==> src/rtl/ctrl_fetch_queue.sv <==
// rtl/ctrl_fetch_queue.sv - instruction fetch stage with first-word-fall-through queue
//
// Issues instruction-memory reads from the current PC, captures the
// synchronous-read data one cycle later and buffers {pc, instruction}
// pairs for decode. A taken branch in EX flushes queued and in-flight work.
//
// Optional feature macro: FETCH_BYPASS_EN
//   When defined, an empty queue forwards the returning read data straight
//   to the decode outputs (one cycle earlier). Otherwise the queue always
//   sits between the memory and decode.
//
// Ports:
//   clk              core clock
//   reset            asynchronous active-high reset
//   prog_ctr         current PC
//   branch_taken_EX  taken branch from EX, flushes the queue
//   imem_addr        instruction memory read address (= prog_ctr)
//   imem_rd_en       instruction memory read enable
//   imem_rdata       read data, valid one cycle after an enabled read
//   fetch_stall      hold request to the program counter
//   ready_ID         decode accepts the head entry
//   instr_vld_ID     head entry valid
//   instr_ID         head instruction
//   pc_ID            PC of the head instruction
module ctrl_fetch_queue #(
  parameter int PROG_CTR_WID = 10,
  parameter int INSTR_WID    = 16,
  parameter int IQ_DEPTH     = 4
) (
  input  logic                    clk,
  input  logic                    reset,
  input  logic [PROG_CTR_WID-1:0] prog_ctr,
  input  logic                    branch_taken_EX,
  output logic [PROG_CTR_WID-1:0] imem_addr,
  output logic                    imem_rd_en,
  input  logic [INSTR_WID-1:0]    imem_rdata,
  output logic                    fetch_stall,
  input  logic                    ready_ID,
  output logic                    instr_vld_ID,
  output logic [INSTR_WID-1:0]    instr_ID,
  output logic [PROG_CTR_WID-1:0] pc_ID
);

  localparam int PW = $clog2(IQ_DEPTH);
  localparam int CW = PW + 1;

  logic [PW-1:0]           wr_ptr;
  logic [PW-1:0]           rd_ptr;
  logic [CW-1:0]           count;
  logic                    req_vld_q;
  logic [PROG_CTR_WID-1:0] req_pc_q;

  logic [INSTR_WID-1:0]    instr_mem [IQ_DEPTH];
  logic [PROG_CTR_WID-1:0] pc_mem    [IQ_DEPTH];

  logic q_empty;
  logic pop_q;
  logic push_q;
  logic byp_vld;
  logic byp_take;

  assign q_empty = (count == '0);

  // Stall one entry early so the read already in flight always has a slot.
  assign fetch_stall = (count >= CW'(IQ_DEPTH - 1));
  assign imem_addr   = prog_ctr;
  assign imem_rd_en  = !reset && !fetch_stall && !branch_taken_EX;

`ifdef FETCH_BYPASS_EN
  // Returning data goes straight to decode when nothing is queued ahead of it.
  assign byp_vld  = q_empty && req_vld_q && !branch_taken_EX;
  assign byp_take = byp_vld && ready_ID;

  always_comb begin
    instr_vld_ID = 1'b0;
    instr_ID     = '0;
    pc_ID        = '0;
    if (!q_empty) begin
      instr_vld_ID = 1'b1;
      instr_ID     = instr_mem[rd_ptr];
      pc_ID        = pc_mem[rd_ptr];
    end else if (byp_vld) begin
      instr_vld_ID = 1'b1;
      instr_ID     = imem_rdata;
      pc_ID        = req_pc_q;
    end
  end
`else
  assign byp_vld  = 1'b0;
  assign byp_take = 1'b0;

  always_comb begin
    instr_vld_ID = 1'b0;
    instr_ID     = '0;
    pc_ID        = '0;
    if (!q_empty) begin
      instr_vld_ID = 1'b1;
      instr_ID     = instr_mem[rd_ptr];
      pc_ID        = pc_mem[rd_ptr];
    end
  end
`endif

  // A bypassed word that decode takes this cycle never enters the queue.
  assign pop_q  = !q_empty && ready_ID;
  assign push_q = req_vld_q && !branch_taken_EX && !byp_take;

  always_ff @(posedge clk or posedge reset) begin
    if (reset) begin
      wr_ptr    <= '0;
      rd_ptr    <= '0;
      count     <= '0;
      req_vld_q <= 1'b0;
      req_pc_q  <= '0;
    end else begin
      req_pc_q <= prog_ctr;
      if (branch_taken_EX) begin
        // Flush wins over any push or pop this cycle.
        wr_ptr    <= '0;
        rd_ptr    <= '0;
        count     <= '0;
        req_vld_q <= 1'b0;
      end else begin
        req_vld_q <= imem_rd_en;
        if (push_q) wr_ptr <= wr_ptr + 1'b1;
        if (pop_q)  rd_ptr <= rd_ptr + 1'b1;
        case ({push_q, pop_q})
          2'b10:   count <= count + 1'b1;
          2'b01:   count <= count - 1'b1;
          default: count <= count;
        endcase
      end
    end
  end

  // Entry storage needs no reset: count gates every read of it.
  always_ff @(posedge clk) begin
    if (push_q) begin
      instr_mem[wr_ptr] <= imem_rdata;
      pc_mem[wr_ptr]    <= req_pc_q;
    end
  end

`ifndef SYNTHESIS
  a_no_overflow : assert property (@(posedge clk) disable iff (reset)
    !(push_q && !pop_q && count == CW'(IQ_DEPTH)))
    else $error("push into full fetch queue");
`endif

endmodule

==> config.mk <==
export PLATFORM = sky130hd
export DESIGN_NAME = ctrl_fetch_queue
export DESIGN_NICKNAME = d
export VERILOG_FILES = /design/src/rtl/ctrl_fetch_queue.sv
export SDC_FILE = /design/constraint.sdc
export NUM_CORES = 1
export LEC_CHECK = 0
export BUFFER_PORTS_ARGS = -buffer_cell sky130_fd_sc_hd__clkbuf_2
export CAP_MARGIN = 30
export CORE_ASPECT_RATIO = 1.25
export CORE_MARGIN = 2
export CORE_UTILIZATION = 45
export DETAILED_ROUTE_END_ITERATION = 12
export PLACE_DENSITY = 0.68
export SLEW_MARGIN = 20
export SYNTH_ARGS = -nofsm -noshare
export SYNTH_HDL_FRONTEND = slang
export SYNTH_SLANG_ARGS = --single-unit
export TNS_END_PERCENT = 20
==> constraint.sdc <==
create_clock -name clk -period 2.36 [get_ports clk]
set_clock_uncertainty 0.15 [all_clocks]
set_input_delay 0.236 -clock clk [delete_from_list [all_inputs] [get_ports clk]]
set_output_delay 0.236 -clock clk [all_outputs]
set_load 0.05 [all_outputs]
== Word level (Yosys, flattened, before mapping) ==
Memories as Yosys holds them, arrays and structs flattened.
Index checks and enable logic that the tools add are counted.
Storage, ports and cells
  bits in writable memories: 104
  memories: 2
  register bits: 18
Operators by class
  reduce and logical (&&, ||, !) cells: 12
  order comparisons: 1
  equal/unequal tests: 2
  muxes and demuxes: 12
  add/sub/neg operators: 4
Memories
  instr_mem: depth 4, bits a word 16, rd ports 1, clocked after memory_dff 0, write ports 1, line 53  | logic [INSTR_WID-1:0] instr_mem [IQ_DEPTH];
  pc_mem: depth 4, bits a word 10, rd ports 1, clocked after memory_dff 0, write ports 1, line 54  | logic [PROG_CTR_WID-1:0] pc_mem [IQ_DEPTH];
Operator list (number)
  2-to-1 mux 16 bit: 1
  2-to-1 mux 10 bit: 1
  2-to-1 mux 2 bit: 4
  one-hot mux 3 bit (2 select lines): 1
  adder 2 x 1 -> 2 bit, second input constant: 2
  logical AND 1 bit: 4
  zero test 1 bit: 4
  2-to-1 mux 1 bit: 4
  nonzero test 2 bit: 2
  adder 3 x 1 -> 3 bit, second input constant: 1
  >= comparator 3 x 2 -> 1 bit, second input constant: 1
  zero test 3 bit: 1
  2-to-1 mux 3 bit: 1
  nonzero test 3 bit: 1
  subtractor 3 x 1 -> 3 bit, second input constant: 1
  == test 2 x 1 -> 1 bit, second input constant: 1
  == test 2 bit, second input constant: 1

== Longest topological paths before layout ==
Gate-level depths: netlist of run 1.
  word-level depth: 6
  gate-level depth with buffers: 7
  depth with buffers taken out: 6

== Worst setup path after synthesis of run 1 ==
No wires, ideal clock.
  path type: reg2reg
  from: register count[1]
  to: register req_vld_q
  library setup time: 244 ps
  path buffers: 0
  arrival time: 1941 ps
  data required time: 1966 ps
  path slack: 24 ps
  stages on the path, launching flop included: 3
  path through: dfrtp_1 -> a21o_1 -> nor3_1
Between the ends
  word-level cells in the longest chain between the ends: 5
Ends and longest elaborated chain
  start: declaration: line 49  | logic [CW-1:0] count;
  start signal: assignment: line 128  | 2'b10: count <= count + 1'b1;
  start signal: assignment: line 129  | 2'b01: count <= count - 1'b1;
  start signal: assignment: line 130  | default: count <= count;
  >= comparator 3 x 2 -> 1 bit: line 65  | assign fetch_stall = (count >= CW'(IQ_DEPTH - 1));
  named net fetch_stall: line 37  | output logic fetch_stall,
  zero test 1 bit: line 67  | assign imem_rd_en = !reset && !fetch_stall && !branch_taken_EX;
  logical AND 1 bit (2 in a row): line 67
  named net imem_rd_en: line 35  | output logic imem_rd_en,
  2-to-1 mux 1 bit: line 117  | if (branch_taken_EX) begin
  end signal: assignment: line 124  | req_vld_q <= imem_rd_en;
  end: declaration: line 50  | logic req_vld_q;
The timed path passes the listed nets, and every way through them passes these cells.
A chain may end at the register's enable or synchronous reset.

== Final worst setup path of run 1 ==
  from: register rd_ptr[0]
  to: output pc_ID[9]
Between the ends
  word-level cells in the longest chain between the ends: 2
Ends and longest elaborated chain
  start: declaration: line 48  | logic [PW-1:0] rd_ptr;
  start signal: assignment: line 126  | if (pop_q) rd_ptr <= rd_ptr + 1'b1;
  memory read (4 x 10 bit)
  2-to-1 mux 10 bit: line 96  | if (!q_empty) begin
  end: declaration: line 41  | output logic [PROG_CTR_WID-1:0] pc_ID
Every way passes these cells.

==> reports/qor.log, run 1 <==
qor: place.dpl_cell_area 5300 um2
qor: layout.layout-drive-gt1-share 0.383
qor: layout.layout.cells.most_common_list 104 x edfxtp_1, 43 x clkbuf_2, 30 x and2_1
qor: place.place_congestion 0.701
qor: synth.largest_family_of_logic_cells_by_synthesized_area multiplexers
qor: synth.synthDistinctLibCells 31
qor: route.router_iterations_before_antenna_repair 7
qor: synth.post_synthesis_xor_xnor_area_fraction 0.00544
qor: power_and_ir_drop.leakagePower 2.40 nW
qor: power_and_ir_drop.power_density_over_cell_area 1040 nW/um2
qor: min_path.worst_hold_path.endpoint count[2]
qor: power_and_ir_drop.pwr-share-seq 0.371
qor: route.avgViaCountPerCell 4.95
qor: place.hpwl 5.00 mm
qor: global_routing.largest_net_degree_at_the_start_of_global_routing 28
qor: layout.area_delta_synth_final 32.4%
qor: worst_setup_path.endpoint_kind primary output
qor: synth.synthesis.nets 275
qor: route.dr_total_vias 2477
qor: timing.final_min_period_over_clock_period 0.982
qor: synth.synth_edf_count 104
qor: timing.setup-tns-final 0 ns
qor: timing.final_setup_fails 0
qor: cts.clock_tree.root_cell clkbuf_16
qor: timing.maxSlewHeadroom 0.503
qor: synth.synth-adder-area-share 0.0145
qor: floorplanning.initial_utilization 0.459
qor: worst_setup_path.critical_path_required 1.97 ns
qor: timing.worstMarginPinSlew 0.745 ns
qor: global_routing.grt_first_pass_wirelength 13.1 mm
qor: layout.fin_area 6390 um2
qor: synth.synthSimpleGateAreaFrac 0.0583
qor: global_routing.overflow 0
qor: worst_setup_path.critPathArrivalTime 1.93 ns
qor: timing.maximum_clock_rate 431 MHz
qor: timing.report.final.slew_viol_count 0
qor: power_and_ir_drop.p_sw_frac 0.277
qor: cts.tritoncts_clock_tree done
qor: status.run_status completed
qor: timing.unrepaired_setup_endpoints_after_global_routing true
qor: power_and_ir_drop.p_comb_frac 0.235
qor: layout.antenna_cells_inserted 0
qor: synth.synth_warn 0
qor: floorplanning.design.die.area 11600 um2
qor: synth.post_synth.cell_area_avg 20.1 um2
qor: synth.synth_top_flop_cell edfxtp_1
qor: cts.cts.clk_slew.worst_paths 0.05 ns
qor: synth.synth_compound_gate_area_share 0.0137
qor: cts.clock_tree.htree_level_count 4
qor: place.placement.io_buffers 68
qor: floorplanning.floorplan.core_area 10500 um2
qor: power_and_ir_drop.ir_worst_vdd 0.600 mV
qor: global_routing.groute.usage.overall 0.155
qor: cts.cts.path.max_buffers 2
qor: route.drcViolationCount 0
qor: power_and_ir_drop.clockPowerShare 0.394
qor: synth.ys_seq_elements 122
qor: synth.synth_cells 240
qor: cts.numClockSinks 122
qor: power_and_ir_drop.switchingPower 0.00184 W
qor: min_path.timing.hold.worst_path_depth 3
qor: worst_setup_path.register_to_register_path_setup_slack 0.25 ns
qor: layout.fillers 777
qor: synth.synth_mux_area_frac 0.132
qor: worst_setup_path.timing_worst_setup_path_type reg2out
qor: route.antenna_violating_nets_post_route 0
qor: power_and_ir_drop.power.internal 0.00479 W
qor: timing.final-hold-violation-count 0
qor: route.drt_wl_total 8.47 mm
qor: floorplanning.core.rowCount 42
qor: worst_setup_path.worstPathMaxFanout 7
qor: worst_setup_path.worst_setup_path_start_kind flop
qor: min_path.holdCritPathClass in2reg
qor: cts.later_pin_clock_latency_in_the_skew_report 0.40 ns
qor: synth.syn-cell-area 4830 um2
qor: worst_setup_path.worst_r2r_startpoint count[2]
qor: layout.layout.nets 390
qor: flow_run.drv.max_cap_violation_count 0
qor: route.routed_wire_length_per_instance 16.9 um
qor: floorplanning.die_h 120 um
qor: synth.synth_seq_area_share 0.740
qor: global_routing.via_count_of_the_first_global_routing_pass 2568
qor: synth.synthArstFlopShare 0.148
qor: global_routing.number_of_antenna_violations_at_the_first_check_in_global_routing 0
qor: timing.final.min_clock_period 2.32 ns
qor: cts.cts_made_buffers 17
qor: layout.leading_cell_type_in_the_layout_fill_and_taps_excluded edfxtp_1
qor: floorplanning.design.portCount 69
qor: worst_setup_path.worst_r2r_path_depth 5
qor: min_path.hold_start ready_ID
qor: worst_setup_path.worstReg2RegEnd count[1]
qor: route.drtIter0Drc 129
qor: floorplanning.die_w 96.6 um
## Yosys cell counts (2+ instances only)
| master | n | area (um2) |
|---|---|---|
| nand2b_1 | 3 | 18.8 |
| buf_12 | 2 | 40.0 |
| ha_1 | 4 | 50.1 |
| xor2_1 | 2 | 17.5 |
| nor3_1 | 2 | 10.0 |
| nor2_1 | 8 | 30.0 |
| and2_1 | 31 | 194 |
| mux4_2 | 18 | 405 |
| nand3_1 | 2 | 10.0 |
| buf_4 | 10 | 75.1 |
| edfxtp_1 | 104 | 3120 |
| mux4_1 | 8 | 210 |
| o21ai_0 | 2 | 10.0 |
| dfrtp_1 | 18 | 450 |
| buf_2 | 3 | 15.0 |
| clkbuf_1 | 4 | 15.0 |
| a31oi_1 | 2 | 12.5 |
| inv_1 | 4 | 15.0 |
## worst max-delay path, cell delays in order, from the launching register on
cell and delay, ns:
dfrtp_2 0.37, buf_12 0.15, buf_6 0.13, mux4_1 0.55, and2_1 0.19, buf_6 0.15
## registers in the layout (all words and copies together) (netlist names)
name       flops
count          3
instr_mem     64
pc_mem        40
rd_ptr         2
req_pc_q      10
req_vld_q      1
wr_ptr         2
## per-layer routing
metal,share of wire,global-route usage,up-vias
met1,0.43,0.188,1232
met2,0.51,0.249,72
met5,0,0,-
met4,0.0094,0.0739,0
met3,0.047,0.0553,5
li1,-,-,1168
## cell families after synthesis
| logic type | count (synthesis) |
|---|---|
| DFF | 122 |
| xor gates and xnor gates | 3 |
| and+or+nand+nor | 49 |
| adders and majority gates | 5 |
| buffers and inverters | 24 |
| AOI/OAI and AO/OA | 9 |
| muxes | 28 |
## metrics by stage
stage	hold WS [ns]	setup WS, ns	power (W)	util	std cells
2_1_floorplan	0.0246	0.0243	0.00353	-	240
3_3_place_gp	0.207	0.265	0.00381	0.504	435
3_5_place_dp	0.210	0.233	0.00382	0.504	435
4_1_cts	0.134	-0.00963	0.00655	0.595	497
5_1_grt	0.187	-0.0258	0.00688	0.608	500
6_report	0.162	0.0416	0.00662	0.608	500
## layout make-up
class | count | area (um2) | share of cell area
well taps | 132 | 165 | 0.0258
clock inverters | 14 | 178 | 0.0278
repair buffers | 116 | 945 | 0.148
inverters | 4 | 15.0 | 0.00235
clock buffers | 18 | 429 | 0.0672
multi-input cells | 94 | 1080 | 0.170
flip-flops and latches | 122 | 3570 | 0.559
## power by group through the flow
stage	clock network (W)	registers (W)	logic, W
2_1_floorplan	0	0.00248	0.00104
3_3_place_gp	0	0.00251	0.00130
3_5_place_dp	0	0.00251	0.00131
4_1_cts	0.00267	0.00246	0.00142
5_1_grt	0.00277	0.00246	0.00165
6_report	0.00261	0.00246	0.00156
## worst max-delay path by stage
stage | startpoint | endpoint | cells after the start
global placement | branch_taken_EX | count[1] | 6
detailed placement | branch_taken_EX | count[1] | 6
finish | rd_ptr[0] | pc_ID[9] | 5
global route | rd_ptr[0] | pc_ID[4] | 5
CTS | rd_ptr[0] | instr_ID[15] | 4
floorplan | count[1] | req_vld_q | 2
## timing repair
action / CTS / global route
endpoints found under the setup margin: 21 / 27
gates cloned: 0 / 2
buffers inserted: 2 / 1
pin swaps: 0 / 1
hold buffers: 28 / 0
endpoints found under the hold margin: 99 / 0
resized for setup: 15 / 52
(Power assumes the default switching activity.)
==> run 2, diff against run 1 <==
Settings changed: CORE_UTILIZATION 45 to 50, PLACE_DENSITY 0.68 to 0.74.
==> reports/qor.log, run 2 (synthesized netlist as in run 1, its figures left out) <==
qor: worst_setup_path.crit_path_max_incr_delay 0.56 ns [was 0.55 ns]
qor: cts.later_pin_clock_latency_in_the_skew_report 0.40 ns [about the same]
qor: route.avgViaCountPerCell 4.94 [was 4.95]
qor: power_and_ir_drop.power.internal 0.00468 W [was 0.00479 W]
qor: route.router_iterations_before_antenna_repair 4 [was 7]
qor: min_path.holdCritPathClass in2reg [unchanged]
qor: global_routing.largest_net_degree_at_the_start_of_global_routing 27 [was 28]
qor: worst_setup_path.path_cells buf_12 -> mux4_1 -> and2_1 -> buf_4 [was buf_12 -> buf_6 -> mux4_1 -> and2_1 -> buf_6]
qor: layout.leading_cell_type_in_the_layout_fill_and_taps_excluded edfxtp_1 [unchanged]
qor: timing.final.min_clock_period 2.31 ns [was 2.32 ns]
qor: min_path.hold_start ready_ID [unchanged]
qor: power_and_ir_drop.pwr-share-seq 0.382 [was 0.371]
qor: floorplanning.die_w 91.9 um [was 96.6 um]
qor: cts.clock_tree.root_cell clkbuf_16 [unchanged]
qor: floorplanning.design.die.area 10500 um2 [was 11600 um2]
qor: worst_setup_path.critPathArrivalTime 1.92 ns [was 1.93 ns]
qor: route.dr_total_vias 2412 [was 2477]
qor: timing.maxSlewHeadroom 0.481 [was 0.503]
qor: floorplanning.core.rowCount 40 [was 42]
qor: worst_setup_path.worst_setup_path_start_kind flop [unchanged]
qor: route.drt_wl_total 8.14 mm [was 8.47 mm]
qor: layout.layout-drive-gt1-share 0.365 [was 0.383]
qor: layout.final-seq-area 3570 um2 [unchanged]
qor: cts.post-cts-setup-buffers 0 [was 2]
qor: layout.layout.nets 384 [was 390]
qor: status.run_status completed [unchanged]
qor: global_routing.overflow 0 [unchanged]
qor: layout.fillers 654 [was 777]
qor: global_routing.grt_first_pass_wirelength 12.6 mm [was 13.1 mm]
qor: timing.final_min_period_over_clock_period 0.977 [was 0.982]
qor: worst_setup_path.worst_r2r_startpoint count[0] [was count[2]]
qor: cts.cts.path.max_buffers 2 [unchanged]
qor: power_and_ir_drop.design_power_total 0.00645 W [was 0.00662 W]
qor: timing.final-hold-violation-count 0 [unchanged]
qor: timing.unrepaired_setup_endpoints_after_global_routing true [unchanged]
qor: power_and_ir_drop.ir_worst_vdd 1.01 mV [was 0.600 mV]
qor: worst_setup_path.register_to_register_path_setup_slack 0.23 ns [was 0.25 ns]
qor: timing.final_setup_fails 0 [unchanged]
qor: global_routing.via_count_of_the_first_global_routing_pass 2613 [was 2568]
qor: worst_setup_path.startpoint rd_ptr[0] [unchanged]
qor: cts.tritoncts_clock_tree done [unchanged]
qor: worst_setup_path.worstSetupEndpoint pc_ID[5] [was pc_ID[9]]
qor: worst_setup_path.timing.critical_path.max_delay_family multiplexers [unchanged]
qor: layout.area_delta_synth_final 28.9% [was 32.4%]
qor: layout.layout.cells.most_common_list 104 x edfxtp_1, 54 x clkbuf_2, 31 x and2_1 [was 104 x edfxtp_1, 43 x clkbuf_2, 30 x and2_1]
qor: floorplanning.floorplan.core_area 9510 um2 [was 10500 um2]
qor: floorplanning.initial_utilization 0.507 [was 0.459]
qor: route.routed_wire_length_per_instance 16.7 um [was 16.9 um]
qor: power_and_ir_drop.leakagePower 2.34 nW [was 2.40 nW]
qor: power_and_ir_drop.power_density_over_cell_area 1040 nW/um2 [about the same]
qor: place.place_congestion 0.737 [was 0.701]
qor: timing.timing.final.ws_setup 0.0543 ns [was 0.0416 ns]
qor: layout.largest_register_ff_count 64 [unchanged]
qor: place.hpwl 4.91 mm [was 5.00 mm]
qor: power_and_ir_drop.p_comb_frac 0.213 [was 0.235]
qor: worst_setup_path.critical_path_required 1.97 ns [about the same]
qor: worst_setup_path.endpoint_kind primary output [unchanged]
qor: worst_setup_path.cp.buffers_inverters 2 [was 3]
qor: worst_setup_path.worst_r2r_path_depth 5 [unchanged]
qor: global_routing.groute.usage.overall 0.168 [was 0.155]
qor: cts.numClockSinks 122 [unchanged]
qor: worst_setup_path.timing_worst_setup_path_type reg2out [unchanged]
qor: min_path.timing.hold.worst_path_depth 3 [unchanged]
qor: timing.report.final.slew_viol_count 0 [unchanged]
qor: timing.finalHoldWorstSlack 0.158 ns [was 0.162 ns]
qor: route.drtIter0Drc 156 [was 129]
qor: worst_setup_path.worstPathMaxFanout 18 [was 7]
qor: route.antenna_violating_nets_post_route 0 [unchanged]
qor: place.placement.io_buffers 68 [unchanged]
qor: worst_setup_path.worstReg2RegEnd count[1] [unchanged]
qor: cts.cts_made_buffers 17 [unchanged]
qor: power_and_ir_drop.switchingPower 0.00176 W [was 0.00184 W]
qor: layout.antenna_cells_inserted 0 [unchanged]
qor: power_and_ir_drop.clockPowerShare 0.405 [was 0.394]
qor: layout.finish.utilization 0.654 [was 0.608]
qor: flow_run.drv.max_cap_violation_count 0 [unchanged]
qor: global_routing.number_of_antenna_violations_at_the_first_check_in_global_routing 0 [unchanged]
qor: worst_setup_path.count_of_cell_instances_traversed_by_the_critical_path 4 [was 5]
qor: layout.top_regs instr_mem: 64 flops, pc_mem: 40 flops, req_pc_q: 10 flops [unchanged]
qor: place.detailedPlace.worstSlack 0.280 ns [was 0.233 ns]
qor: layout.multiInputGateArea 1090 um2 [was 1080 um2]
qor: worst_setup_path.cpMaxStageDelayCell mux4_1 [unchanged]
qor: power_and_ir_drop.p_sw_frac 0.273 [was 0.277]
qor: timing.maximum_clock_rate 434 MHz [was 431 MHz]
qor: cts.cts.clk_slew.worst_paths 0.05 ns [about the same]
qor: timing.worstMarginPinSlew 0.778 ns [was 0.745 ns]
qor: cts.clock_tree.htree_level_count 4 [unchanged]
qor: floorplanning.design.portCount 69 [unchanged]
qor: layout.top_register instr_mem [unchanged]
qor: floorplanning.die_h 114 um [was 120 um]
qor: route.drcViolationCount 0 [unchanged]
[run 2: final cells by class]
cell class	instances	area share
sequential	122	0.575
timing repair buffer	110	0.122
clock buffer	25	0.0813
multi-input combinational	94	0.176
clock inverter	7	0.0181
tap	126	0.0253
inverter	4	0.00241
[run 2: how the worst min path moves through the flow]
stage / to / slack [ns]
floorplan: count[0] / 0.02
global placement: req_pc_q[7] / 0.21
detailed placement: req_pc_q[7] / 0.21
CTS: count[2] / 0.15
global route: count[2] / 0.16
finish: count[2] / 0.16
[run 2: layer usage]
layer,part of all wire,GRT usage,vias up
met4,0.018,0.0856,0
met5,0,0,-
met1,0.37,0.165,1190
li1,-,-,1155
met3,0.037,0.0515,12
met2,0.58,0.315,55
[run 2: power by group through the flow]
stage,sequential (W),combinational (W),clock (W)
after global routing,0.00247,0.00146,0.00274
after detailed placement,0.00250,0.00133,0
final,0.00246,0.00137,0.00261
after global placement,0.00249,0.00131,0
after floorplan,0.00248,0.00104,0
after CTS,0.00246,0.00139,0.00265
[run 2: tightest hold or removal path, delay by kind of cell]
kind	cells	cell delay [ns]
AO/OA/AOI/OAI	2	0.26
buffers and inverters	1	0.16
[run 2: what timing repair did]
item / CTS / global route
gates resized for setup: 9 / 10
setup endpoints to repair: 26 / 13
cloned: 0 / 0
endpoints found under the hold margin: 99 / 0
pin swaps: 0 / 0
hold buffers: 28 / 0
[run 2: stage by stage]
stage	instance area [um2]	setup TNS, ns	instances
after detailed placement	5290	0	428
after floorplan	4830	0	240
after global routing	6220	-0.0274	488
after CTS	6210	0	488
after global placement	5290	0	428
final	6220	0	488
==> run 3, diff against run 2 <==
Settings changed: BUFFER_PORTS_ARGS -buffer_cell sky130_fd_sc_hd__clkbuf_2 to -buffer_cell sky130_fd_sc_hd__buf_2, HOLD_SLACK_MARGIN from default to 0.1.
==> reports/qor.log, run 3 (synthesized netlist as in run 1, its figures left out) <==
qor: status.run_status completed [unchanged]
qor: timing.maxSlewHeadroom 0.508 [was 0.481]
qor: floorplanning.design.portCount 69 [unchanged]
qor: route.router_iterations_before_antenna_repair 4 [unchanged]
qor: route.antenna_violating_nets_post_route 0 [unchanged]
qor: timing.unrepaired_setup_endpoints_after_global_routing true [unchanged]
qor: timing.setup-tns-final 0 ns [unchanged]
qor: worst_setup_path.critical_path_required 1.97 ns [about the same]
qor: place.dpl_cell_area 5310 um2 [was 5290 um2]
qor: power_and_ir_drop.design_power_total 0.00629 W [was 0.00645 W]
qor: power_and_ir_drop.leakagePower 2.33 nW [was 2.34 nW]
qor: timing.report.final.slew_viol_count 0 [unchanged]
qor: timing.worstMarginPinSlew 0.737 ns [was 0.778 ns]
qor: route.drtIter0Drc 158 [was 156]
qor: power_and_ir_drop.power_density_over_cell_area 1010 nW/um2 [was 1040 nW/um2]
qor: worst_setup_path.endpoint_kind primary output [unchanged]
qor: worst_setup_path.worstPathMaxFanout 9 [was 18]
qor: route.drcViolationCount 0 [unchanged]
qor: floorplanning.design.die.area 10500 um2 [unchanged]
qor: global_routing.number_of_antenna_violations_at_the_first_check_in_global_routing 0 [unchanged]
qor: cts.clock_tree.htree_level_count 4 [unchanged]
qor: worst_setup_path.critPathArrivalTime 1.94 ns [was 1.92 ns]
qor: cts.later_pin_clock_latency_in_the_skew_report 0.41 ns [was 0.40 ns]
qor: route.drt_wl_total 8.35 mm [was 8.14 mm]
qor: global_routing.groute.usage.overall 0.180 [was 0.168]
qor: layout.area_delta_synth_final 28.5% [was 28.9%]
qor: worst_setup_path.worst_setup_path_start_kind flop [unchanged]
qor: layout.multiInputGateArea 1080 um2 [was 1090 um2]
qor: layout.finish.utilization 0.652 [was 0.654]
qor: layout.top_regs instr_mem: 64 flops, pc_mem: 40 flops, req_pc_q: 10 flops [unchanged]
qor: layout.layout-drive-gt1-share 0.379 [was 0.365]
qor: timing.maximum_clock_rate 429 MHz [was 434 MHz]
qor: floorplanning.floorplan.core_area 9510 um2 [unchanged]
qor: cts.numClockSinks 122 [unchanged]
qor: min_path.worst_hold_path.endpoint count[2] [unchanged]
qor: layout.largest_register_ff_count 64 [unchanged]
qor: layout.layout.cells.most_common_list 104 x edfxtp_1, 64 x buf_2, 31 x and2_1 [was 104 x edfxtp_1, 54 x clkbuf_2, 31 x and2_1]
qor: route.routed_wire_length_per_instance 17.0 um [was 16.7 um]
qor: min_path.timing.hold.worst_path_depth 3 [unchanged]
qor: min_path.holdCritPathClass in2reg [unchanged]
qor: min_path.hold_start ready_ID [unchanged]
qor: floorplanning.die_h 114 um [unchanged]
qor: global_routing.overflow 0 [unchanged]
qor: cts.clock_tree.root_cell clkbuf_16 [unchanged]
qor: layout.final-seq-area 3570 um2 [unchanged]
qor: place.hpwl 5.37 mm [was 4.91 mm]
qor: worst_setup_path.worst_r2r_startpoint count[0] [unchanged]
qor: floorplanning.die_w 91.9 um [unchanged]
qor: global_routing.largest_net_degree_at_the_start_of_global_routing 29 [was 27]
qor: layout.antenna_cells_inserted 0 [unchanged]
qor: floorplanning.core.rowCount 40 [unchanged]
qor: layout.fin_area 6200 um2 [was 6220 um2]
qor: timing.final_setup_fails 0 [unchanged]
qor: route.avgViaCountPerCell 5.03 [was 4.94]
qor: worst_setup_path.register_to_register_path_setup_slack 0.26 ns [was 0.23 ns]
qor: timing.final_min_period_over_clock_period 0.987 [was 0.977]
qor: flow_run.drv.max_cap_violation_count 0 [unchanged]
qor: timing.final.min_clock_period 2.33 ns [was 2.31 ns]
qor: layout.top_register instr_mem [unchanged]
qor: route.dr_total_vias 2463 [was 2412]
qor: global_routing.via_count_of_the_first_global_routing_pass 2646 [was 2613]
qor: worst_setup_path.worstReg2RegEnd count[1] [unchanged]
qor: layout.layout.nets 386 [was 384]
qor: timing.final-hold-violation-count 0 [unchanged]
qor: worst_setup_path.worst_r2r_path_depth 5 [unchanged]
qor: cts.cts.path.max_buffers 2 [unchanged]
qor: cts.cts.clk_slew.worst_paths 0.05 ns [about the same]
qor: layout.fillers 685 [was 654]
qor: cts.tritoncts_clock_tree done [unchanged]
qor: power_and_ir_drop.ir_worst_vdd 0.755 mV [was 1.01 mV]
qor: cts.cts_made_buffers 17 [unchanged]
qor: worst_setup_path.timing_worst_setup_path_type reg2out [unchanged]
qor: layout.leading_cell_type_in_the_layout_fill_and_taps_excluded edfxtp_1 [unchanged]
qor: floorplanning.initial_utilization 0.507 [unchanged]
qor: place.placement.io_buffers 68 [unchanged]
qor: place.place_congestion 0.800 [was 0.737]
qor: global_routing.grt_first_pass_wirelength 13.3 mm [was 12.6 mm]
[run 3: worst max-delay path: stages, from the launching register on]
cell     delay, ns
dfrtp_2       0.45
buf_12        0.16
mux4_1        0.56
and2_1        0.17
buf_2         0.20
[run 3: through the flow]
stage / std cells / hold slack (ns) / worst slack, ns
floorplan: 240 / 0.0246 / 0.0243
detailed placement: 429 / 0.206 / 0.167
finish: 490 / 0.124 / 0.0305
global placement: 429 / 0.204 / 0.239
global route: 490 / 0.185 / -0.0273
CTS: 490 / 0.108 / 0.00306
[run 3: routing by layer]
| metal | wire length (um) | global-route usage |
|---|---|---|
| met5 | 0 | 0 |
| met4 | 181 | 0.0995 |
| met3 | 308 | 0.0720 |
| met2 | 4810 | 0.322 |
| met1 | 3050 | 0.177 |
[run 3: worst max-delay path by stage]
stage / endpoint / from / slack (ns) / cells past startpoint
6_report: pc_ID[0] / rd_ptr[0] / 0.03 / 4
5_1_grt: instr_ID[11] / rd_ptr[0] / -0.03 / 4
4_1_cts: instr_ID[3] / rd_ptr[0] / 0.003 / 4
3_5_place_dp: pc_ID[4] / count[0] / 0.17 / 4
3_3_place_gp: instr_ID[0] / count[0] / 0.24 / 4
2_1_floorplan: req_vld_q / count[1] / 0.02 / 2
[run 3: area by class of cell]
| class | instances | share of cell area |
|---|---|---|
| flip-flops and latches | 122 | 0.576 |
| repair buffers | 112 | 0.127 |
| well taps | 126 | 0.0254 |
| inverters | 4 | 0.00282 |
| clock buffers | 19 | 0.0730 |
| multi-input cells | 94 | 0.175 |
| clock inverters | 13 | 0.0202 |
[run 3: power breakdown]
group | internal (W) | switching [W] | leakage, nW | total (W)
registers | 0.00241 | 0.0000539 | 1.16 | 0.00246
logic | 0.000487 | 0.000889 | 0.884 | 0.00138
clock network | 0.00159 | 0.000859 | 0.284 | 0.00245
[run 3: what timing repair did]
item                       in CTS  in global routing
hold buffers                   28                  0
setup buffers                   1                  0
hold endpoints to repair      100                  0
setup endpoints to repair      27                 27
resized for setup               2                 16
